<file path="src/rtl/mpc_demux_14_32_reg.sv">
// Registered 1-to-4 demultiplexer with valid/ready handshake on the input and on
// every output lane; the lane is picked by din_sel or by an internal round-robin index.
module mpc_demux_14_32_reg #(
    parameter int DATA_WIDTH = 32,
    parameter bit AUTO_SEL   = 1'b0
) (
    input  logic                  ap_clk,
    input  logic                  ap_rst_n,
    input  logic [DATA_WIDTH-1:0] din,
    input  logic [1:0]            din_sel,
    input  logic                  din_vld,
    output logic                  din_rdy,
    input  logic                  idx_clr,
    output logic [DATA_WIDTH-1:0] dout0,
    output logic [DATA_WIDTH-1:0] dout1,
    output logic [DATA_WIDTH-1:0] dout2,
    output logic [DATA_WIDTH-1:0] dout3,
    output logic                  dout0_vld,
    output logic                  dout1_vld,
    output logic                  dout2_vld,
    output logic                  dout3_vld,
    input  logic                  dout0_rdy,
    input  logic                  dout1_rdy,
    input  logic                  dout2_rdy,
    input  logic                  dout3_rdy,
    output logic [1:0]            seq_idx,
    output logic                  frame_done
);

    logic [DATA_WIDTH-1:0] lane_data [4];
    logic [3:0]            lane_vld;
    logic [3:0]            lane_rdy;
    logic [3:0]            load;
    logic [1:0]            target;
    logic [1:0]            idx;
    logic                  accept;
    logic                  frame;

    assign lane_rdy = {dout3_rdy, dout2_rdy, dout1_rdy, dout0_rdy};
    assign target   = AUTO_SEL ? idx : din_sel;

    // A lane can take a word when empty or when its current word leaves this cycle.
    assign din_rdy  = ~lane_vld[target] | lane_rdy[target];
    assign accept   = din_vld & din_rdy;

    always_comb begin
        load         = '0;
        load[target] = accept;
    end

    always_ff @(posedge ap_clk or negedge ap_rst_n) begin
        if (!ap_rst_n) begin
            for (int n = 0; n < 4; n++) begin
                lane_data[n] <= '0;
            end
            lane_vld <= '0;
        end else begin
            for (int n = 0; n < 4; n++) begin
                if (load[n]) begin
                    lane_data[n] <= din;
                    lane_vld[n]  <= 1'b1;
                end else if (lane_vld[n] && lane_rdy[n]) begin
                    lane_vld[n]  <= 1'b0;
                end
            end
        end
    end

    // Index advances only on accept; a clear wins over the increment.
    always_ff @(posedge ap_clk or negedge ap_rst_n) begin
        if (!ap_rst_n) begin
            idx   <= 2'd0;
            frame <= 1'b0;
        end else if (!AUTO_SEL) begin
            idx   <= 2'd0;
            frame <= 1'b0;
        end else begin
            frame <= accept & (idx == 2'd3);
            if (idx_clr) begin
                idx <= 2'd0;
            end else if (accept) begin
                idx <= idx + 2'd1;
            end
        end
    end

    assign dout0      = lane_data[0];
    assign dout1      = lane_data[1];
    assign dout2      = lane_data[2];
    assign dout3      = lane_data[3];
    assign dout0_vld  = lane_vld[0];
    assign dout1_vld  = lane_vld[1];
    assign dout2_vld  = lane_vld[2];
    assign dout3_vld  = lane_vld[3];
    assign seq_idx    = idx;
    assign frame_done = frame;

endmodule

</file>
<file path="config.mk">
export PLATFORM = sky130hd
export DESIGN_NAME = mpc_demux_14_32_reg
export DESIGN_NICKNAME = d
export VERILOG_FILES = /design/src/rtl/mpc_demux_14_32_reg.sv
export SDC_FILE = /design/constraint.sdc
export NUM_CORES = 1
export LEC_CHECK = 0
export BUFFER_PORTS_ARGS = -buffer_cell sky130_fd_sc_hd__buf_2
export CAP_MARGIN = 5
export CORE_ASPECT_RATIO = 1.75
export CORE_MARGIN = 5
export CORE_UTILIZATION = 53
export DETAILED_ROUTE_END_ITERATION = 8
export PLACE_DENSITY = 0.85
export SYNTH_ARGS = -nofsm -noshare
export SYNTH_HDL_FRONTEND = slang
export SYNTH_SLANG_ARGS = --single-unit
</file>
<file path="constraint.sdc">
create_clock -name ap_clk -period 3.2 [get_ports ap_clk]
set_clock_uncertainty 0.2 [all_clocks]
set_input_delay 0.16 -clock ap_clk [delete_from_list [all_inputs] [get_ports ap_clk]]
set_output_delay 0.16 -clock ap_clk [all_outputs]
set_load 0.01 [all_outputs]
</file>
==> run_results.csv <==
group,metric,value,unit
floorplan,rows,47,
pwr,p_leak,0.00332,uW
clocking,clock-sinks,132,
floorplan,io_pins,178,
timing,layout_min_cycle_time,2020,ps
synth,syn-mean-instance-area,17.0,um2
global_routing,grt_overflow,0,
clocking,cts_buffer_depth,2,
timing,period_share,63.3,%
synth,yosys_warnings,0,
floorplan,fp.dieArea,11600,um2
timing,setup_violations,0,
synth,synth_ff_type,"dfrtp_1",
timing,hold_viol_final,0,
timing,max_slew_margin,43.4,%
drt,drt-initial-drc-count,103,
drt,wl_per_cell,19.1,um
pwr,clkPwrFrac,36.8,%
pwr,switching_share,27.0,%
global_routing,grt_pass1_wl,20300,um
timing,tightest_slew,850,ps
clocking,clk_pin_slew,60,ps
clocking,root_buffer,"clkbuf_16",
drt,firstDrtPassIters,4,
synth,ys_types,18,
placed_design,numPortBuffers,173,
worst_setup_path,start_kind,"input port",
pwr,sequentialPowerShare,42.2,%
global_routing,first_global_vias,3679,
finish,antenna_cells,0,
clocking,cts-resized-gates,0,
placed_design,dpl.hpwl,8070,um
finish,regArea,3300,um2
worst_setup_path,path_class,"in2reg",
synth,syn_inst,296,
synth,ys_ff_latch,132,
pwr,p_int,3800,uW
timing,max_clock_freq,494,MHz
timing,rsz0062_at_grt,"no",
clocking,clk_latency,390,ps
pwr,power_density,748,nW/um2
clocking,cts-htree-levels,4,
finish,layout.nets,559,
worst_setup_path,slowest_stage,"and3_2",
hold_path,hold_class,"in2async",
finish,multi_input_area,1590,um2
floorplan,initial_core_util,53.8,%
outcome,outcome,"finished, final reports clean",
worst_setup_path,crit_arrival,2100,ps
finish,area_growth_syn_to_layout,38.6,%
timing,maxSlewViolCount,0,
worst_setup_path,cp_slowest_stage_delay,780,ps
worst_setup_path,end_kind,"flop",
finish,drive_above_1_share,63.8,%
drt,drc,0,
global_routing,grt_max_degree,75,
pwr,combPwrFrac,20.9,%
worst_setup_path,crit_chain,"dlygate4sd3_1 -> buf_2 -> and3_2 -> mux2_2",
synth,netlist_area,5030,um2
run,max-cap-violations,0,
drt,drtAntennaViolNets,0,
finish,fillCellCount,548,
drt,drt_wl_total,12500,um
worst_setup_path,cp.buffers_inverters,2,
synth,yosysSeqAreaShare,65.7,%
synth,synth_enable_flop_cells,0,
worst_setup_path,crit_required,3280,ps
floorplan,die_h,139,um
pwr,switchingPower,1410,uW
synth,async_reset_ff_share,100,%
worst_setup_path,path_delay_family,"simple AND/OR/NAND/NOR gates",
clocking,numCtsBuffers,17,
placed_design,place.gp.congestion,0.850,
drt,avgViaCountPerCell,5.07,
clocking,post_cts_buffers,0,
floorplan,core-area,9350,um2
finish,post-route-util,74.5,%
clocking,cts_tree,"yes",
clocking,hold_buffers,41,
drt,vias,3308,
worst_setup_path,crit_path_max_fanout,32,
global_routing,track_usage,22.4,%
floorplan,chipWidth,83.6,um
global_routing,antenna_found_initial,0,
pwr,ir_drop,0.000478,V
timing,tns,0,ps
## state kept, by name, summed over array words and instances, names as in the netlist
signal and cells:
dout1 32, dout2 32, lane_vld 4, dout0 32, dout3 32
## layout by cell type, fill, tap and decap left out, drive strengths merged, types with 2 or more instances in the layout
cell type,synthesis,layout
buf,17,177
dfrtp,132,132
mux2,128,128
dlygate4sd3,0,41
clkbuf,1,21
nand2,5,5
clkinvlp,0,5
nand2b,4,4
conb,1,3
clkinv,0,3
bufinv,0,2
nor2b,2,2
## per-stage QoR
step                total power, uW  setup WS (ps)  hold WS, ps  cell area, um2  instances
CTS                            5250           1180          211            6970        652
finish                         5210           1180          208            6970        652
global placement               3220           1200         48.8            5950        579
floorplan                      2730           1580         -336            5030        298
global route                   5460           1110          275            6970        652
detailed placement             3280           1180         69.0            5950        579
## power groups by stage
| stage | clock, uW | sequential (uW) | combinational (uW) |
|---|---|---|---|
| 6_report | 1920 | 2200 | 1090 |
| 5_1_grt | 2040 | 2240 | 1170 |
| 4_1_cts | 1950 | 2200 | 1100 |
| 3_5_place_dp | 0 | 2220 | 1060 |
| 3_3_place_gp | 0 | 2200 | 1020 |
| 2_1_floorplan | 0 | 2380 | 356 |
## worst paths after layout
kind,startpoint,to,slack (ps),cells after the start
worst max-delay path,din_sel[1],dout2[23],1180,4
worst min-delay path,ap_rst_n,dout0[8],210,2
worst max register to register,lane_vld[2],dout2[23],1190,3
worst min register to register,dout1[5],dout1[5],290,1
max in group asynchronous,ap_rst_n,dout1[18],1750,3
min in group ap_clk,dout1[5],dout1[5],290,1
## synthesized netlist by cell type, drive strengths merged (2+ instances only)
cell	number	area, um2
buf	17	149
dfrtp	132	3300
mux2	128	1440
nand2	5	18.8
nand2b	4	25.0
nor2b	2	15.0
## kinds of logic (layout without fill, tap and decap cells)
group,count (synthesis),after routing,synth area share [%]
simple gates,15,15,1.92
compound gates,1,1,0.0995
buf+inv,18,250,3.06
mux,129,129,29.1
other cells,1,3,0.0746
flops,132,132,65.7
## layout make-up
class	instances	area share [%]
timing repair buffer	218	19.0
multi-input combinational	148	22.8
tap	122	2.19
clock inverter	11	1.80
sequential	132	47.4
clock buffer	21	6.90
## metal layers
| metal | part of all wire [%] | track usage (%) | up-vias |
|---|---|---|---|
| met5 | 0 | 0 | - |
| met4 | 1.8 | 8.22 | 0 |
| met3 | 4.8 | 5.71 | 14 |
| met2 | 57 | 41.8 | 122 |
| met1 | 36 | 23.8 | 1693 |
| li1 | - | - | 1479 |
No activity file was read; power rests on OpenSTA's default activity.
